===== src/rtl/ex_mem_req.sv =====
`default_nettype none
// +------------------------------------------------------------------------+
// | ex_mem_req: EX-stage memory request issue, lane alignment and response |
// | tracking. Optional macro EX_MEM_UNALIGNED_EN enables left/right ops.   |
// | Revision: 1.0                                                          |
// +------------------------------------------------------------------------+
module ex_mem_req #(
  parameter int DATA_W    = 32,
  parameter int ADDR_W    = 32,
  parameter int MAX_OUTST = 2
) (
  input  logic                clk,
  input  logic                resetn,
  input  logic                in_valid,
  output logic                in_ready,
  input  logic                in_wr,
  input  logic [1:0]          in_width,
  input  logic [1:0]          in_combine,
  input  logic [ADDR_W-1:0]   in_addr,
  input  logic [DATA_W-1:0]   in_wdata,
  input  logic                flush,
  output logic                exc_ades,
  output logic                exc_adel,
  output logic                data_req,
  output logic                data_wr,
  output logic [2:0]          data_size,
  output logic [DATA_W/8-1:0] data_wstrb,
  output logic [ADDR_W-1:0]   data_addr,
  output logic [DATA_W-1:0]   data_wdata,
  input  logic                data_addr_ok,
  input  logic                data_data_ok,
  input  logic [DATA_W-1:0]   data_rdata,
  output logic                resp_valid,
  output logic [DATA_W-1:0]   resp_rdata,
  output logic [2:0]          outst,
  output logic                busy
);
  localparam int C_BYTES = DATA_W / 8;
  localparam int C_OFF_W = $clog2(C_BYTES);

  typedef enum logic [0:0] {
    S_IDLE = 1'b0,
    S_REQ  = 1'b1
  } state_t;

  state_t               r_state, w_state_nxt;
  logic [2:0]           r_outst, w_outst_nxt, w_outst_after;
  logic [2:0]           r_discard, w_discard_nxt;
  logic                 r_wr;
  logic [2:0]           r_size;
  logic [C_BYTES-1:0]   r_wstrb;
  logic [ADDR_W-1:0]    r_addr;
  logic [DATA_W-1:0]    r_wdata;

  logic [1:0]           w_width;
  logic [1:0]           w_combine;
  logic                 w_misal;
  logic                 w_in_ready;
  logic                 w_data_req;
  logic                 w_accept;
  logic                 w_issue;
  logic                 w_hs;
  logic                 w_dec;
  logic [C_OFF_W-1:0]   w_k;
  logic [2:0]           w_size;
  logic [C_BYTES-1:0]   w_strb;
  logic [DATA_W-1:0]    w_wdata;
  logic [ADDR_W-1:0]    w_baddr;
  int                   w_lo;

  // A dword op on a 32-bit bus degrades to a word op.
  always_comb begin
    w_width = in_width;
    if (DATA_W == 32 && in_width == 2'b11) w_width = 2'b10;
  end

`ifdef EX_MEM_UNALIGNED_EN
  int                   w_cb;
  int                   w_ck;
  int                   w_base;
  logic [DATA_W-1:0]    w_src;
  logic [DATA_W-1:0]    w_cdata;
  assign w_combine = in_combine;
`else
  logic                 w_unused_combine;
  assign w_combine        = 2'b00;
  assign w_unused_combine = ^in_combine;
`endif

  always_comb begin
    w_misal = 1'b0;
    if (w_combine == 2'b00) begin
      case (w_width)
        2'b01:   w_misal = in_addr[0];
        2'b10:   w_misal = |in_addr[1:0];
        2'b11:   w_misal = |in_addr[2:0];
        default: w_misal = 1'b0;
      endcase
    end
  end

  assign w_k = in_addr[C_OFF_W-1:0];

  always_comb begin
    w_lo    = int'(w_k);
    w_wdata = in_wdata << {w_k, 3'b000};
    w_baddr = in_addr;
    case (w_width)
      2'b00:   w_size = 3'd0;
      2'b01:   w_size = 3'd1;
      2'b10:   w_size = 3'd3;
      default: w_size = 3'd7;
    endcase
`ifdef EX_MEM_UNALIGNED_EN
    // Left/right ops work inside a 4- or 8-byte container that may sit at a
    // non-zero lane offset (w_base) of a wider bus.
    w_cb    = (w_width == 2'b11) ? 8 : 4;
    w_ck    = int'(in_addr[2:0]) & (w_cb - 1);
    w_base  = int'(w_k) - w_ck;
    w_src   = in_wdata;
    for (int b = 32; b < DATA_W; b++) begin
      if (w_cb == 4) w_src[b] = 1'b0;
    end
    w_cdata = '0;
    if (w_combine == 2'b01) begin
      w_size  = 3'(w_ck);
      w_lo    = w_base;
      w_cdata = w_src >> (8 * (w_cb - 1 - w_ck));
      w_baddr = in_addr & ~ADDR_W'(w_cb - 1);
    end else if (w_combine == 2'b10) begin
      w_size  = 3'(w_cb - 1 - w_ck);
      w_lo    = w_base + w_ck;
      w_cdata = w_src << (8 * w_ck);
      for (int b = 0; b < DATA_W; b++) begin
        if (b >= 8 * w_cb) w_cdata[b] = 1'b0;
      end
    end
    if (w_combine != 2'b00) w_wdata = w_cdata << (8 * w_base);
`endif
    w_strb = '0;
    if (in_wr) begin
      for (int i = 0; i < C_BYTES; i++) begin
        if (i >= w_lo && i <= w_lo + int'(w_size)) w_strb[i] = 1'b1;
      end
    end
  end

  always_comb begin
    w_state_nxt = r_state;
    w_in_ready  = 1'b0;
    w_data_req  = 1'b0;
    case (r_state)
      S_IDLE: begin
        w_in_ready = (r_outst < 3'(MAX_OUTST)) && !flush;
        if (in_valid && w_in_ready && !w_misal) w_state_nxt = S_REQ;
      end
      S_REQ: begin
        w_data_req = 1'b1;
        if (data_addr_ok) w_state_nxt = S_IDLE;
      end
      default: w_state_nxt = S_IDLE;
    endcase
  end

  assign w_accept      = in_valid && w_in_ready;
  assign w_issue       = w_accept && !w_misal;
  assign w_hs          = w_data_req && data_addr_ok;
  assign w_dec         = data_data_ok && (r_outst != 3'd0);
  assign w_outst_after = r_outst - {2'b00, w_dec};
  assign w_outst_nxt   = w_outst_after + {2'b00, w_hs};

  // The flush snapshot counts the still-pending REQ; a response landing in
  // the flush cycle has already been taken out of w_outst_after.
  always_comb begin
    w_discard_nxt = r_discard;
    if (flush)
      w_discard_nxt = w_outst_after + {2'b00, (r_state == S_REQ)};
    else if (r_discard != 3'd0 && w_dec)
      w_discard_nxt = r_discard - 3'd1;
  end

  always_ff @(posedge clk or negedge resetn) begin
    if (!resetn) begin
      r_state   <= S_IDLE;
      r_outst   <= 3'd0;
      r_discard <= 3'd0;
      r_wr      <= 1'b0;
      r_size    <= 3'd0;
      r_wstrb   <= '0;
      r_addr    <= '0;
      r_wdata   <= '0;
    end else begin
      r_state   <= w_state_nxt;
      r_outst   <= w_outst_nxt;
      r_discard <= w_discard_nxt;
      if (w_issue) begin
        r_wr    <= in_wr;
        r_size  <= w_size;
        r_wstrb <= w_strb;
        r_addr  <= w_baddr;
        r_wdata <= w_wdata;
      end
    end
  end

  assign in_ready   = w_in_ready;
  assign exc_ades   = w_accept && w_misal && in_wr && !flush;
  assign exc_adel   = w_accept && w_misal && !in_wr && !flush;
  assign data_req   = w_data_req;
  assign data_wr    = r_wr;
  assign data_size  = r_size;
  assign data_wstrb = r_wstrb;
  assign data_addr  = r_addr;
  assign data_wdata = r_wdata;
  assign resp_valid = w_dec && (r_discard == 3'd0) && !flush;
  assign resp_rdata = data_rdata;
  assign outst      = r_outst;
  assign busy       = (r_state == S_REQ) || (r_outst != 3'd0);

endmodule
`default_nettype wire

===== config.mk =====
export PLATFORM = sky130hd
export DESIGN_NAME = ex_mem_req
export DESIGN_NICKNAME = d
export VERILOG_FILES = /design/src/rtl/ex_mem_req.sv
export SDC_FILE = /design/constraint.sdc
export NUM_CORES = 1
export LEC_CHECK = 0
export ABC_AREA = 1
export CAP_MARGIN = 15
export CORE_MARGIN = 3
export CORE_UTILIZATION = 36
export CTS_CLUSTER_SIZE = 30
export DETAILED_ROUTE_END_ITERATION = 6
export PLACE_DENSITY = 0.88
export SYNTH_ARGS = -nofsm -noshare
export SYNTH_HDL_FRONTEND = slang
export SYNTH_SLANG_ARGS = --single-unit

===== constraint.sdc =====
create_clock -name clk -period 1.6 [get_ports clk]
set_input_delay 0.32 -clock clk [delete_from_list [all_inputs] [get_ports clk]]
set_output_delay 0.32 -clock clk [all_outputs]
set_load 0.02 [all_outputs]

==> results of run 1 <==
## power by group through the flow
stage,Sequential (uW),Clock (uW),Combinational [uW]
global route,3520,1610,5640
floorplan,4520,0,1490
finish,3390,1480,5210
CTS,3380,1510,4680
global placement,3400,0,5080
detailed placement,3440,0,5200
## per-layer routing
metal,share of wire,track usage,vias to the layer above
met5,0,0,-
met1,0.42,0.248,1959
li1,-,-,1898
met3,0.067,0.0543,49
met4,0.041,0.0681,0
met2,0.47,0.319,198
## through the flow
step	setup slack (ns)	power, uW	TNS, ns	instance area, sq um	cells
3_3_place_gp	-0.629	8480	-22.64	5700	784
4_1_cts	-0.228	9570	-10.37	5870	808
2_1_floorplan	-0.198	6020	-0.549	4100	515
3_5_place_dp	-0.676	8640	-26.52	5700	784
5_1_grt	-0.443	10800	-22.40	6290	823
6_report	-0.415	10100	-16.09	6290	823
## how the worst min path moves through the flow
| stage | from | endpoint | slack (ns) | cells past startpoint |
|---|---|---|---|---|
| after floorplan | resetn | data_addr[0] | 0.02 | 0 |
| after global placement | resetn | data_addr[27] | 0.24 | 1 |
| after detailed placement | resetn | data_addr[27] | 0.24 | 1 |
| after CTS | resetn | data_wdata[11] | 0.41 | 2 |
| after global routing | resetn | data_addr[24] | 0.42 | 2 |
| final | resetn | data_wdata[9] | 0.40 | 2 |
## cell families (layout without fill, tap and decap cells)
family | after synthesis | after routing | share of synthesized area
other cells | 0 | 1 | 0
flops | 79 | 79 | 0.490
xor+xnor | 1 | 1 | 0.00217
buf+inv | 87 | 254 | 0.128
fa+ha+maj | 10 | 10 | 0.0329
simple gates | 300 | 300 | 0.295
compound gates | 38 | 38 | 0.0512
## registers in the layout, indices dropped and copies added, names as in the netlist
signal and cells:
data_addr 32, data_wdata 32, data_wstrb 4, data_size 3, outst 3, r_discard 3, data_wr 1, r_state 1
## placed cells by master, fill, tap and decap left out, types with 7 or more instances in the layout
master and instances:
inv_1 22, clkdlybuf4s50_1 67, o21ai_0 17, inv_2 7, nand3_1 35, clkbuf_8 9, nand2_1 212, nand2_2 24
buf_4 34, dfrtp_1 77, buf_6 12, dlygate4sd2_1 75, nor2_1 10, o21ai_1 12, buf_12 7
## final cells by class
class,instances,share of cell area
diodes,1,0.000398
clock buffers,11,0.0209
clock inverters,5,0.00934
inverters,31,0.0193
multi-input cells,349,0.283
flip-flops and latches,79,0.314
well taps,140,0.0278
repair buffers,207,0.325
## repair_timing
action,CTS,global route
endpoints found under the setup margin,105,85
hold buffers,1,0
setup buffers,7,5
resized for setup,121,64
pin swaps,11,33
hold endpoints to repair,19,0
cloned,0,9
## worst register-to-register path: cells and delay by family, from the launching register on
family,cells,cell delay (ns)
AO/OA/AOI/OAI,1,0.16
adder cells (fa/ha/maj),3,0.59
buffers and inverters,2,0.11
flip-flops,1,0.43
AND/OR/NAND/NOR,5,0.61
==> results.tsv, run 1 <==
metric	value	unit
status	complete, but fails checks	
violations	negative setup slack	
syn-num-nets	632	
crit_top_cell	ha_4	
syn-instance-count	515	
internal_power	5800	uW
max_freq	0.496	GHz
grt_pass1_vias	3824	
power.share.sequential	0.336	
final_util	0.578	
slew_headroom	0.516	
r2r-end	r_discard[2]	
grt_pass1_wl	19500	um
drc	0	
ant_nets	0	
r2r_start	outst[1]	
worst_clock_skew	0.0112	ns
syn_to_final_growth	56.1	%
critPathCapture	r_discard[2]	
timing.final.ws_setup	-0.415	ns
p_clk_frac	0.147	
whs	0.402	ns
yosysUniqueCellTypes	25	
async_reset_ff_frac	1.00	
clockBufferDepth	2	
max_stage_delay	0.43	ns
setup_violations	79	
fp-row-count	38	
layout_min_cycle_time	2.02	ns
reg2reg_setup_slack	-0.42	ns
tightestPinTransition	0.725	ns
ys_seq_area_frac	0.490	
track_usage	0.195	
fillCellCount	963	
antenna_found_initial	1	
overflow	0	
coreArea	10900	sq um
ys_warn_count	0	
multi_input_area	1780	sq um
first_pass_iters	5	
synth_top_flop_cell	dfrtp_1	
ir_drop	0.000682	V
num_vias	4104	
drv_cap	0	
synth_common_cells	242 x nand2_1, 79 x dfrtp_1, 36 x nand3_1	
gp_congestion	0.844	
cts_buffers	9	
hold_path.class	in -> async	
drive_gt1_frac	0.199	
port_buffers	153	
ys_ff_latch	79	
cp.buffers_inverters	2	
regArea	1980	sq um
avgSynthCellArea	7.83	sq um
dr.first_iter.drc_count	325	
power.density	1600	nW/um^2
hold_viol	0	
synth_area	4030	sq um
cts_tree	done	
dieWidth	112	um
drv_slew	0	
r2r_cells	11	
fin_crit_sh	1.26	
slowest_stage	dfrtp_2	
nets	794	
vias_per_cell	4.99	
worstPathCellList	nor2_4, nand2_2, nand2_2, inv_2, ha_4, ha_4, inv_4, ha_4, nand3b_1, a21oi_2, nor2_1	
cts.sinks	79	
io_pins	220	
clk_latency	0.35	ns
p_switching	4290	uW
synth_largest_area_cell	dfrtp_1	
end_kind	flop	
drt_wl_total	14100	um
die_h	112	um
synth_edf_count	0	
rsz0062_at_grt	yes	
startpoint_type	flop	
crit_type	reg -> reg	
cp.required	1.83	ns
cts-root-buf	clkbuf_8	
swShare	0.425	
start_util	0.370	
pwr-share-comb	0.517	
yosysMostFrequentCell	nand2_1	
clk_pin_slew	0.09	ns
p_leak	0.00336	uW
wl_per_cell	17.2	um
hpwl	8720	um
cpLargestDelayFamily	simple AND/OR/NAND/NOR gates	
crit_start	outst[1]	
crit_cells	11	
grt_start_max_net_pins	57	
arrival	2.25	ns
die_area	12500	sq um
crit_fanout	3	
cts-htree-levels	3	
synth_top_area_share	0.490	
synth_area_leaders	dfrtp_1 49%, nand2_1 23%, buf_4 6.5%	
(Power assumes the default switching activity.)
==> run 2, diff against run 1 <==
--- a/config.mk
+++ b/config.mk
@@ -8,10 +8,10 @@
 export ABC_AREA = 1
 export CAP_MARGIN = 15
 export CORE_MARGIN = 3
-export CORE_UTILIZATION = 36
+export CORE_UTILIZATION = 39
 export CTS_CLUSTER_SIZE = 30
 export DETAILED_ROUTE_END_ITERATION = 6
-export PLACE_DENSITY = 0.88
+export PLACE_DENSITY = 0.91
 export SYNTH_ARGS = -nofsm -noshare
 export SYNTH_HDL_FRONTEND = slang
 export SYNTH_SLANG_ARGS = --single-unit
==> constraint.sdc (replaced) <==
create_clock -name clk -period 2.3 [get_ports clk]
set_input_delay 0.46 -clock clk [delete_from_list [all_inputs] [get_ports clk]]
set_output_delay 0.46 -clock clk [all_outputs]
set_load 0.02 [all_outputs]
==> run 2 against run 1 <==
Via count down 8.5%. Sequential share of layout area grew 3.2 points. The run now ends clean. Total power down 32%. Combinational power shrank 35%. Register-to-register slack better by 0.63 ns. First-iteration DRC count shrank 40%. Cell count fell by 5.6%.
==> results.tsv, run 2 (synthesis results as in run 1) <==
metric	value	unit
status	complete, no violations	
wl_per_cell	15.1	um
drive_gt1_frac	0.0652	
first_pass_iters	5	
r2r_cells	12	
tightestPinTransition	0.712	ns
layout_min_cycle_time	2.14	ns
routed-wl-met2	5620	um
met1_length	4880	um
grt_pass1_wl	18600	um
p_leak	0.00283	uW
die_h	108	um
fin_crit_sh	0.929	
num_vias	3756	
top_layer	met4	
layout_common_cells	241 x nand2_1, 148 x clkdlybuf4s50_1, 79 x dfrtp_1, 36 x nand3_1	
antenna_found_initial	0	
start_util	0.407	
layout_commonest_cell	nand2_1	
end_kind	primary output	
die_area	11600	sq um
hold_path.class	in -> async	
cts_tree	done	
cts-htree-levels	3	
slew_headroom	0.525	
worstPathCellList	clkdlybuf4s50_1, nand2_1, a21oi_2, inv_1, nor3b_1, buf_2	
fp-row-count	36	
grt_pass1_vias	3765	
overflow	0	
drt_wl_total	11700	um
power.density	1210	nW/um^2
cts.sinks	79	
hold_viol	0	
drv_cap	0	
max_stage_delay	0.50	ns
cp.required	1.84	ns
track_usage	0.205	
startpoint_type	input port	
diodes	0	
drc	0	
dieWidth	108	um
slowest_stage	clkdlybuf4s50_1	
dr.first_iter.drc_count	194	
gp_congestion	0.822	
clk_latency	0.35	ns
io_pins	220	
ir_drop	0.000556	V
clk_pin_slew	0.07	ns
port_buffers	153	
arrival	1.68	ns
setup_violations	0	
drv_slew	0	
cts-root-buf	clkbuf_8	
max_freq	0.468	GHz
vias_per_cell	4.83	
crit_fanout	3	
crit_type	in -> out	
post-place-ws	-0.310	ns
dr_wl_met3	866	um
hpwl	8650	um
rsz0062_at_grt	no	
syn_to_final_growth	41.5	%
coreArea	9910	sq um
grt_start_max_net_pins	61	
design_power_total	6880	uW
worst_clock_skew	0.0136	ns
timing.final.ws_setup	0.163	ns
fillCellCount	895	
nets	756	
clockBufferDepth	2	
cts_buffers	9	
ant_nets	0	
==> run 2: cell count changes in the layout (fill, tap and decap cells not counted), sizes merged <==
cell           change
clkdlybuf4s15      -3
clkdlybuf4s50     +81
diode              -1
dlymetal6s2s       -1
dlygate4sd2       -73
bufinv             +1
buf               -36
clkbuf             -6
dlygate4sd3        -1
==> run 2: stage by stage <==
stage                     hold slack (ns)  cell area [sq um]  instances  TNS (ns)  utilization
after floorplan                     0.164               4030        515         0            -
after global placement              0.431               5510        761    -0.444        0.556
after detailed placement            0.440               5510        761    -0.823        0.556
after CTS                          0.0618               5710        777         0        0.577
after global routing               0.0798               5710        777         0        0.576
final                              0.0652               5710        777         0        0.576
==> run 2: repair_timing <==
item                       CTS  global route
setup endpoints to repair    4             2
setup buffers                0             0
pin swaps                    0             0
hold buffers                 0             0
gates resized for setup      6             5
==> run 2: area by class of cell <==
type	count	area, sq um	area share
Clock inverter	6	85.1	0.0149
Tap cell	133	166	0.0292
Inverter	31	116	0.0204
Clock buffer	10	128	0.0224
Sequential cell	79	1980	0.346
Timing Repair Buffer	169	1690	0.296
Multi-Input combinational cell	349	1550	0.271
==> run 2: power breakdown <==
part	switching, uW	internal, uW
Sequential	374	2020
Combinational	1820	1560
Clock	501	608
==> run 2: critical path: cells and delay by family <==
family                 cells  cell delay, ns
AND/OR/NAND/NOR            2            0.28
AO/OA/AOI/OAI              1            0.14
buffers and inverters      3            0.80
==> run 2: metal layers <==
metal  up-vias  global-route usage
li1       1816                   -
met1      1750               0.247
met2       161               0.348
met3        29              0.0522
met4         0              0.0875
met5         -                   0
==> run 2: worst paths after layout <==
path,start,to,slack (ns)
worst min register to register,data_addr[11],data_addr[11],0.47
max in group asynchronous,resetn,data_addr[29],1.63
worst max register to register,outst[1],r_discard[1],0.21
worst min-delay path,resetn,data_addr[11],0.07
worst max-delay path,in_width[1],exc_ades,0.16
min in group clk,data_addr[11],data_addr[11],0.47
==> run 3, diff against run 2 <==
--- a/config.mk
+++ b/config.mk
@@ -6,11 +6,13 @@
 export NUM_CORES = 1
 export LEC_CHECK = 0
 export ABC_AREA = 1
+export ABC_CLOCK_PERIOD_IN_PS = 2300
 export CAP_MARGIN = 15
 export CORE_MARGIN = 3
 export CORE_UTILIZATION = 39
 export CTS_CLUSTER_SIZE = 30
 export DETAILED_ROUTE_END_ITERATION = 6
+export MAX_ROUTING_LAYER = met4
 export PLACE_DENSITY = 0.91
 export SYNTH_ARGS = -nofsm -noshare
 export SYNTH_HDL_FRONTEND = slang
==> run 3 against run 2 <==
Non-clock buffer count unchanged. Combinational power about the same. Worst setup slack got worse by 0.0020 ns.
==> results.tsv, run 3 (synthesis results as in run 1) <==
metric	value	unit
coreArea	9910	sq um
max_freq	0.467	GHz
ir_drop	0.000556	V
grt_start_max_net_pins	61	
slowest_stage	clkdlybuf4s50_1	
arrival	1.68	ns
cts-root-buf	clkbuf_8	
final.setup.tns	0	ns
clk_latency	0.35	ns
power.density	1210	nW/um^2
drv_cap	0	
nets	756	
start_util	0.407	
cts.sinks	79	
port_buffers	153	
slew_headroom	0.505	
crit_type	in -> out	
whs	0.0644	ns
grt_pass1_wl	18600	um
status	complete, no violations	
drv_slew	0	
max_stage_delay	0.50	ns
cp.required	1.84	ns
fillCellCount	895	
hpwl	8650	um
cpLargestDelayFamily	buffers and inverters	
die_h	108	um
ant_nets	0	
fin_crit_sh	0.930	
syn_to_final_growth	41.5	%
gp_congestion	0.834	
reg2reg_setup_slack	0.21	ns
cp.buffers_inverters	3	
layout_common_cells	241 x nand2_1, 148 x clkdlybuf4s50_1, 79 x dfrtp_1, 36 x nand3_1	
num_vias	3758	
worstPathCellList	clkdlybuf4s50_1, nand2_1, a21oi_2, inv_1, nor3b_1, buf_2	
setup_violations	0	
startpoint_type	input port	
layout_commonest_cell	nand2_1	
drive_gt1_frac	0.0652	
p_leak	0.00283	uW
wl_per_cell	15.1	um
end_kind	primary output	
grt_pass1_vias	3770	
drc	0	
vias_per_cell	4.84	
diodes	0	
worst_clock_skew	0.0143	ns
io_pins	220	
die_area	11600	sq um
drt_wl_total	11700	um
cts-htree-levels	3	
dieWidth	108	um
postCtsSetupBuffers	0	
hold_path.class	in -> async	
cts_hold_buf	0	
hold_viol	0	
layout_min_cycle_time	2.14	ns
overflow	0	
cts_buffers	9	
tightestPinTransition	0.742	ns
rsz0062_at_grt	no	
antenna_found_initial	0	
track_usage	0.211	
crit_fanout	3	
dr.first_iter.drc_count	244	
first_pass_iters	4	
fp-row-count	36	
clk_pin_slew	0.07	ns
cts_tree	done	
clockBufferDepth	2	
[run 3: metal layers]
layer	wire (um)	part of all wire	vias to the layer above	global-route usage
met1	4810	0.41	1748	0.249
met3	930	0.079	24	0.0492
met2	5700	0.49	169	0.348
met4	282	0.024	0	0.0875
met5	0	0	-	-
li1	-	-	1817	-
[run 3: layout make-up]
cell class,count,area (sq um),area share
well taps,133,166,0.0292
inverters,31,116,0.0204
multi-input cells,349,1550,0.271
repair buffers,169,1690,0.296
flip-flops and latches,79,1980,0.346
clock buffers,10,128,0.0224
clock inverters,6,85.1,0.0149
[run 3: per-stage QoR]
stage	util	cells	worst slack, ns	area, sq um	total power (uW)
4_1_cts	0.577	777	0.000665	5710	6960
6_report	0.576	777	0.160	5710	6890
5_1_grt	0.576	777	0.0419	5710	7340
3_5_place_dp	0.556	761	-0.310	5510	5830
2_1_floorplan	-	515	0.382	4030	4090
3_3_place_gp	0.556	761	-0.204	5510	5680
[run 3: what timing repair did]
| action | 4_1_cts | 5_1_grt |
|---|---|---|
| endpoints found under the hold margin | 0 | 0 |
| setup endpoints to repair | 4 | 2 |
| gates resized for setup | 6 | 5 |
[run 3: report_power, final]
| part | internal [uW] | switching [uW] |
|---|---|---|
| clock | 608 | 508 |
| combinational | 1560 | 1820 |
| sequential | 2020 | 374 |
| total | 4190 | 2700 |
[run 3: final timing paths]
path,start,endpoint,cells past startpoint
max,in_width[1],exc_ades,6
min,resetn,data_addr[11],1
max reg2reg,outst[1],r_discard[1],12
min reg2reg,data_addr[11],data_addr[11],2
max in group asynchronous,resetn,data_addr[29],2
min in group clk,data_addr[11],data_addr[11],2
